--- src/rtl/cpu_pkg.sv ---
// cpu_pkg: shared register-bank widths, requester IDs and write-arbiter state encoding
package cpu_pkg;
  localparam int REGF_ADDR_W = 4;
  localparam int REGF_DATA_W = 16;
  localparam logic REQ_A = 1'b0;
  localparam logic REQ_B = 1'b1;
  typedef enum logic [1:0] {RUN, DRAIN, CLEAR} regarb_state_t;
endpackage

--- src/rtl/wr_fifo2.sv ---
// wr_fifo2: two-entry synchronous FIFO; caller never pushes when full or pops when empty
module wr_fifo2 #(
  parameter int W = 8
) (
  input  logic         clk,
  input  logic         reset,
  input  logic         push_i,
  input  logic         pop_i,
  input  logic [W-1:0] din_i,
  output logic [W-1:0] dout_o,
  output logic         full_o,
  output logic         empty_o
);
  logic [W-1:0] mem_q [2];
  logic         rd_q, wr_q;
  logic [1:0]   cnt_q, cnt_d;
  assign cnt_d   = cnt_q + {1'b0, push_i} - {1'b0, pop_i};
  assign dout_o  = mem_q[rd_q];
  assign full_o  = cnt_q == 2'd2;
  assign empty_o = cnt_q == 2'd0;
  // pointers and occupancy; stale entries need no reset since empty gates them
  always_ff @(posedge clk or posedge reset) begin
    if (reset) begin
      rd_q  <= 1'b0;
      wr_q  <= 1'b0;
      cnt_q <= 2'd0;
    end else begin
      if (push_i) wr_q <= !wr_q;
      if (pop_i) rd_q <= !rd_q;
      cnt_q <= cnt_d;
    end
  end
  // entry storage
  always_ff @(posedge clk) begin
    if (push_i) mem_q[wr_q] <= din_i;
  end
endmodule

--- src/rtl/regfile_write_arbiter.sv ---
// regfile_write_arbiter: round-robin share of the bank write port between A and B, with drain-then-clear sequencing
module regfile_write_arbiter
  import cpu_pkg::*;
#(
  parameter int ADDR_W = REGF_ADDR_W,
  parameter int DATA_W = REGF_DATA_W
) (
  input  logic              clk,
  input  logic              reset,
  input  logic              clear_req,
  output logic              clear_busy,
  input  logic              a_valid,
  output logic              a_ready,
  input  logic [ADDR_W-1:0] a_addr,
  input  logic [DATA_W-1:0] a_data,
  input  logic              b_valid,
  output logic              b_ready,
  input  logic [ADDR_W-1:0] b_addr,
  input  logic [DATA_W-1:0] b_data,
  output logic              write_enable,
  output logic [ADDR_W-1:0] address_w,
  output logic [DATA_W-1:0] data_in_w,
  output logic              clear
);
  localparam int EW = ADDR_W + DATA_W;
  regarb_state_t     state_q, state_d;
  logic              prio_q, prio_d;
  logic              we_q, clear_q;
  logic [ADDR_W-1:0] addr_q;
  logic [DATA_W-1:0] data_q;
  logic              a_full, a_empty, b_full, b_empty;
  logic [EW-1:0]     a_dout, b_dout, win_entry;
  logic              win, grant;
  assign a_ready    = state_q == RUN && !a_full;
  assign b_ready    = state_q == RUN && !b_full;
  assign grant      = state_q != CLEAR && !(a_empty && b_empty);
  assign win        = a_empty ? REQ_B : b_empty ? REQ_A : prio_q;
  assign win_entry  = win == REQ_B ? b_dout : a_dout;
  assign prio_d     = grant ? !win : prio_q;
  assign clear_busy = state_q != RUN;
  assign write_enable = we_q;
  assign address_w  = addr_q;
  assign data_in_w  = data_q;
  assign clear      = clear_q;
  wr_fifo2 #(.W(EW)) u_fifo_a (
    .clk(clk), .reset(reset), .push_i(a_valid && a_ready), .pop_i(grant && win == REQ_A),
    .din_i({a_addr, a_data}), .dout_o(a_dout), .full_o(a_full), .empty_o(a_empty)
  );
  wr_fifo2 #(.W(EW)) u_fifo_b (
    .clk(clk), .reset(reset), .push_i(b_valid && b_ready), .pop_i(grant && win == REQ_B),
    .din_i({b_addr, b_data}), .dout_o(b_dout), .full_o(b_full), .empty_o(b_empty)
  );
  // clear sequencing; DRAIN waits for the last write strobe to leave the output register
  always_comb begin
    state_d = state_q;
    state_d = (state_q == RUN && clear_req) ? DRAIN :
              (state_q == DRAIN && a_empty && b_empty && !we_q) ? CLEAR :
              (state_q == CLEAR) ? RUN : state_q;
  end
  // state, round-robin pointer and registered bank-side outputs
  always_ff @(posedge clk or posedge reset) begin
    if (reset) begin
      state_q <= RUN;
      prio_q  <= REQ_A;
      we_q    <= 1'b0;
      clear_q <= 1'b0;
      addr_q  <= '0;
      data_q  <= '0;
    end else begin
      state_q <= state_d;
      prio_q  <= prio_d;
      we_q    <= grant;
      clear_q <= state_d == CLEAR;
      if (grant) {addr_q, data_q} <= win_entry;
    end
  end
endmodule
--- config.mk ---
export PLATFORM = sky130hd
export DESIGN_NAME = regfile_write_arbiter
export DESIGN_NICKNAME = d
export VERILOG_FILES = /design/src/rtl/cpu_pkg.sv /design/src/rtl/wr_fifo2.sv /design/src/rtl/regfile_write_arbiter.sv
export SDC_FILE = /design/constraint.sdc
export NUM_CORES = 1
export LEC_CHECK = 0
export BUFFER_PORTS_ARGS = -buffer_cell sky130_fd_sc_hd__clkbuf_2
export CORE_MARGIN = 2
export CORE_UTILIZATION = 40
export DETAILED_ROUTE_END_ITERATION = 16
export GPL_TIMING_DRIVEN = 0
export MAX_ROUTING_LAYER = met4
export PLACE_DENSITY_LB_ADDON = 0.3
export SLEW_MARGIN = 20
export SYNTH_ARGS = -nofsm -noshare
export SYNTH_HDL_FRONTEND = slang
export SYNTH_HIERARCHICAL = 1
export SYNTH_SLANG_ARGS = --single-unit
--- constraint.sdc ---
create_clock -name clk -period 5.54 [get_ports clk]
set_input_delay 0.554 -clock clk [delete_from_list [all_inputs] [get_ports clk]]
set_output_delay 0.554 -clock clk [all_outputs]
set_load 0.05 [all_outputs]
# [Word-level counts from Yosys, hierarchy flattened]
# Memories as Yosys holds them, arrays and structs flattened.
# Cells that the tools add are included.
# W data, S select, Z words.
[classes] bitwise=1 n_reduce_logical=25 n_addsub=4 eq_ne=6 muxes=10
[op_table] op="$mux W20" count=1
[op_table] op="$logic_and A1 B1 Y1" count=12
[op_table] op="$logic_not A1 Y1" count=9
[op_table] op="$eq A2 B2 Y1 const B" count=4
[op_table] op="$logic_not A2 Y1" count=3
[op_table] op="$mux W1" count=6
[op_table] op="$mux W2" count=3
[op_table] op="$add A2 B1 Y2" count=2
[op_table] op="$sub A2 B1 Y2" count=2
[op_table] op="$eq A2 B1 Y1 const B" count=1
[op_table] op="$ne A2 B2 Y1 const B" count=1
[op_table] op="$reduce_bool A2 Y1" count=1
[op_table] op="$not A1 Y1" count=1
[totals] n_memories=2 wordCells=60 output_inout_bits=25 ram_bits=80 reg_bits=33 inputBits=45
[mem_list] name="u_fifo_a.mem_q" depth=2 width=20 read_ports=1 rd_clocked_by_memory_dff=0 wr=1 line="wr_fifo2.sv:14" rtl="logic [W-1:0] mem_q [2];"
[mem_list] name="u_fifo_b.mem_q" depth=2 width=20 read_ports=1 rd_clocked_by_memory_dff=0 wr=1 line="wr_fifo2.sv:14"

# [Longest topological paths before layout]
[depth] word_depth=7 ltp_mapped=8 mapped_depth_nobuf=7

# [By module]
# The synthesis kept the hierarchy.
[by_module_without_submodules] mod="wr_fifo2" seq_area_each_um2=1301.2 cells_per_inst=78 area_each_um2=1720.4 n_inst=2
[by_module_without_submodules] mod="regfile_write_arbiter" seq_area_each_um2=625.6 cells_per_inst=94 area_each_um2=1164.9 n_inst=1

# [Least setup slack after synthesis]
# Ideal clock, no wire load.
[synth_path] path_type="reg2reg" from="register state_q[1]" to="memory u_fifo_a/mem_q[0][0] (netlist name) (enable)" arrival_ps=2812 synth_period_minus_slack_ps=3211 setup_ps=399 slack_ps=2329 path_stages_with_launch=5 path_buffers=0 t_required_ps=5141 path_cell_list="dfrtp_1 or2_2 nor2_1 and2_1 nor2b_1"
[synth_via] elab_chain_len=5
[synth_rtl] element="start: declaration" line="regfile_write_arbiter.sv:26" rtl="regarb_state_t state_q, state_d;"
[synth_rtl] element="start signal: assignment" line="regfile_write_arbiter.sv:70" rtl="state_q <= state_d;"
[synth_rtl] element="$logic_not A2 Y1" line="regfile_write_arbiter.sv:34" rtl="assign a_ready = state_q == RUN && !a_full;"
[synth_rtl] element="$logic_and A1 B1 Y1" line="regfile_write_arbiter.sv:34"
[synth_rtl] element="net a_ready" line="regfile_write_arbiter.sv:13" rtl="output logic a_ready,"
[synth_rtl] element="$logic_and A1 B1 Y1" line="regfile_write_arbiter.sv:46" rtl=".clk(clk), .reset(reset), .push_i(a_valid && a_ready), .pop_i(grant && win == REQ_A),"
[synth_rtl] element="$mux W1" line="wr_fifo2.sv:35" rtl="if (push_i) mem_q[wr_q] <= din_i;"
[synth_rtl] element="$mux W1 (not written as such)" line="wr_fifo2.sv:35"
[synth_rtl] element="end: declaration" line="wr_fifo2.sv:14"
# The timed path passes the listed nets, and every way through them passes these cells.

# [Worst setup path after layout]
[layout_path] from="register state_q[1]" to="memory u_fifo_b/mem_q[1][2] (netlist name) (enable)"
[layout_via] elab_chain_len=5
[layout_rtl] element="$logic_not A2 Y1" line="regfile_write_arbiter.sv:35" rtl="assign b_ready = state_q == RUN && !b_full;"
[layout_rtl] element="$logic_and A1 B1 Y1" line="regfile_write_arbiter.sv:35"
[layout_rtl] element="$logic_and A1 B1 Y1" line="regfile_write_arbiter.sv:50" rtl=".clk(clk), .reset(reset), .push_i(b_valid && b_ready), .pop_i(grant && win == REQ_B),"
[layout_rtl] element="$mux W1" line="wr_fifo2.sv:35"
[layout_rtl] element="$mux W1 (not written as such)" line="wr_fifo2.sv:35"
[layout_rtl] element="end: declaration" line="wr_fifo2.sv:14"
# No other way between the ends.

==> results.sh <==
export IMPL_cp_num_buf_inv=0
export IMPL_ir_drop_uv=273
export IMPL_die_x_um=111
export IMPL_num_antenna_cells=0
export IMPL_critPathMaxStageDelay_ns=0.83
export IMPL_ys_warn_count=6
export IMPL_tns_ns=0
export IMPL_postSynth_asyncResetShare_pct=29.2
export IMPL_power_density_mw_per_mm2=584
export IMPL_place_inst=463
export IMPL_drt_iter0_markers=145
export IMPL_period_share_pct=42.5
export IMPL_path_depth=4
export IMPL_leakage_nw=2.38
export IMPL_fin_worst_skew_ns=0.0105
export IMPL_drc=0
export IMPL_setup_viol=0
export IMPL_ios=70
export IMPL_synth_ff_type="edfxtp_1"
export IMPL_synth_area_mm2=0.00461
export IMPL_dieHeight_um=111
export IMPL_hold_class="in2async"
export IMPL_final_nets=388
export IMPL_maxSlewHeadroom_pct=33.0
export IMPL_grt_overflow_total=0
export IMPL_area_growth_pct=25.2
export IMPL_power_internal_w=0.00225
export IMPL_vias=2449
export IMPL_post_cts_setup_buffers=0
export IMPL_synth_seq_cells=113
export IMPL_insertion_delay_ns=0.40
export IMPL_globalRouteTotalUtil_pct=15.8
export IMPL_dp_slack_ns=3.05
export IMPL_post_cts_resized=0
export IMPL_clockBufferDepth=2
export IMPL_critPathTopFamily="simple AND/OR/NAND/NOR gates"
export IMPL_post_synth_top_count_cell="edfxtp_1"
export IMPL_netlist_area_leader_share_pct=52.2
export IMPL_dpl_hpwl_um=5980
export IMPL_cp_start_kind="flip-flop"
export IMPL_dr_pass1_iters=4
export IMPL_power_switching_w=0.00111
export IMPL_synthCells=250
export IMPL_grt_max_degree=26
export IMPL_stdcell_count=495
export IMPL_syn_nets=299
export IMPL_post_drt_wl_per_cell_um=18.3
export IMPL_p_comb_share_pct=33.8
export IMPL_setup_worst_path_class="reg2reg"
export IMPL_initial_core_util_pct=40.7
export IMPL_cts_root_buf="clkbuf_16"
export IMPL_cts_hold_buf=0
export IMPL_crit_chain="or2_2 > nor2_1 > and2_1 > and2_1"
export IMPL_worstSetupEndpointType="flip-flop"
export IMPL_seqPwrFrac_pct=33.4
export IMPL_synth_seq_area_share_pct=70.1
export IMPL_synth_area_per_cell_um2=18.4
export IMPL_worstPathArrival_ns=2.37
export IMPL_rrSetupSlack_ns=3.19
export IMPL_hold_violations=0
export IMPL_synth_area_leader_cell="edfxtp_1"
export IMPL_wl_um=9040
export IMPL_synth_area_leaders="edfxtp_1, dfrtp_1, mux2_4"
export IMPL_port_buffers=69
export IMPL_setup_slack_ns=3.19
export IMPL_max_freq_mhz=425
export IMPL_die_area_mm2=0.0124
export IMPL_gp_congestion=0.705
export IMPL_synth_common_cells="edfxtp_1, mux2_4, dfrtp_1"
export IMPL_nFillCells=958
export IMPL_detail_route_antenna_nets=0
export IMPL_clk_pin_slew_ns=0.05
export IMPL_viasPerCell=4.95
export IMPL_ys_types=25
export IMPL_core_area_mm2=0.0113
export IMPL_grt_pass1_vias=2577
export IMPL_cpMaxStageDelayCell="and2_1"
export IMPL_drive_gt1_share_pct=44.3
export IMPL_numClockSinks=113
export IMPL_grt_pass1_wl_um=14000
export IMPL_layout_min_cycle_time_ns=2.35
export IMPL_rsz0062_at_grt="no"
export IMPL_switching_share_pct=33.0
export IMPL_htree_levels=4
export IMPL_crit_path_frequent_cell="and2_1"
export IMPL_rows=39
export IMPL_ff2ff_path_depth=4
export IMPL_slew_violations=0
export IMPL_cts_tree="yes"
export IMPL_worstPathRequired_ns=5.56
export IMPL_p_clk_share_pct=32.7
export IMPL_cts_made_buffers=17
export IMPL_worst_slew_pin_slew_ns=1.00
export IMPL_synth_edf_count=80
export IMPL_worstPathMaxFanout=20
export IMPL_max_cap_viol_count=0
export IMPL_grt_antenna_before_repair=0
export IMPL_outcome="finished, final reports clean"
[area by class of cell]
type	instances	area [um^2]	area share, %
buffer	12	97.6	1.69
clock buffer	22	474	8.23
clock inverter	10	134	2.32
inverter	9	33.8	0.586
multi-input combinational	116	1260	21.8
sequential	113	3230	56.0
tap	143	179	3.10
timing repair buffer	70	360	6.25
[cells by family after synthesis]
logic type / synth area share (%)
flip-flops: 70.1
AND/OR/NAND/NOR: 3.26
AO/OA/AOI/OAI: 8.04
buffers and inverters: 2.85
adder cells (fa/ha/maj): 1.09
XOR/XNOR: 1.79
multiplexers: 12.9
[power groups by stage]
stage	Combinational (W)	Sequential (W)	Clock, W
floorplan	0.000630	0.00139	0
global placement	0.00112	0.00113	0
detailed placement	0.00115	0.00114	0
CTS	0.00115	0.00113	0.00112
global route	0.00121	0.00114	0.00117
finish	0.00114	0.00112	0.00110
[state kept, by name, summed over array words and instances, names as in the netlist]
register / flops
u_fifo_a/cnt_q: 2
u_fifo_b/rd_q: 1
u_fifo_a/wr_q: 1
prio_q: 1
clear: 1
u_fifo_a/rd_q: 1
u_fifo_b/cnt_q: 2
address_w: 4
data_in_w: 16
u_fifo_a/mem_q: 40
u_fifo_b/mem_q: 40
u_fifo_b/wr_q: 1
write_enable: 1
state_q: 2
[placed cells by master, fill, tap and decap left out, types with 2 or more instances in the layout]
master	synthesis	final
edfxtp_1	80	80
clkbuf_2	0	69
mux2_4	38	38
dfrtp_1	33	33
a21boi_0	20	20
a221o_1	20	20
clkbuf_16	0	17
inv_1	9	8
buf_6	6	6
nor2_1	6	6
clkbuf_1	4	6
clkinv_2	0	4
xor2_1	4	4
ha_1	4	4
nor2b_1	5	3
and2_1	4	3
clkbuf_8	0	3
bufinv_16	0	3
buf_4	2	2
nand2_1	2	2
a21o_1	2	2
clkinvlp_4	0	2
xor3_1	2	2
mux2_2	2	2
[stage by stage]
stage / util [%] / power, W / hold WS [ns] / cell area, um^2
final: 50.9 / 0.00336 / 0.0433 / 5760
after global routing: 50.9 / 0.00352 / 0.0446 / 5760
after CTS: 50.9 / 0.00339 / 0.0259 / 5760
after detailed placement: 45.5 / 0.00229 / 0.458 / 5150
after global placement: 45.3 / 0.00225 / 0.449 / 5130
after floorplan: - / 0.00202 / 0.320 / 4610
[per-layer routing]
| metal | GRT usage (%) | up-vias | share of wire, % | wire length (um) |
|---|---|---|---|---|
| met5 | - | - | 0 | 0 |
| met4 | 6.67 | 0 | 1.2 | 108 |
| met3 | 4.26 | 9 | 4.5 | 406 |
| met2 | 25.6 | 70 | 51 | 4610 |
| met1 | 18.8 | 1222 | 43 | 3920 |
| li1 | - | 1148 | - | - |
[final timing paths]
path,startpoint,endpoint
worst min-delay path,reset,u_fifo_a/wr_q$_DFFE_PP0P_
worst min register to register,write_enable$_DFF_PP0_,clear$_DFF_PP0_
min in group clk,b_data[7],u_fifo_b/mem_q[0][7]$_DFFE_PP_
worst max register to register,state_q[1]$_DFF_PP0_,u_fifo_b/mem_q[1][2]$_DFFE_PP_
worst max-delay path,state_q[1]$_DFF_PP0_,u_fifo_b/mem_q[1][2]$_DFFE_PP_
max in group asynchronous,reset,data_in_w[4]$_DFFE_PP0N_
Note: power is estimated with default switching activity, not from simulation.
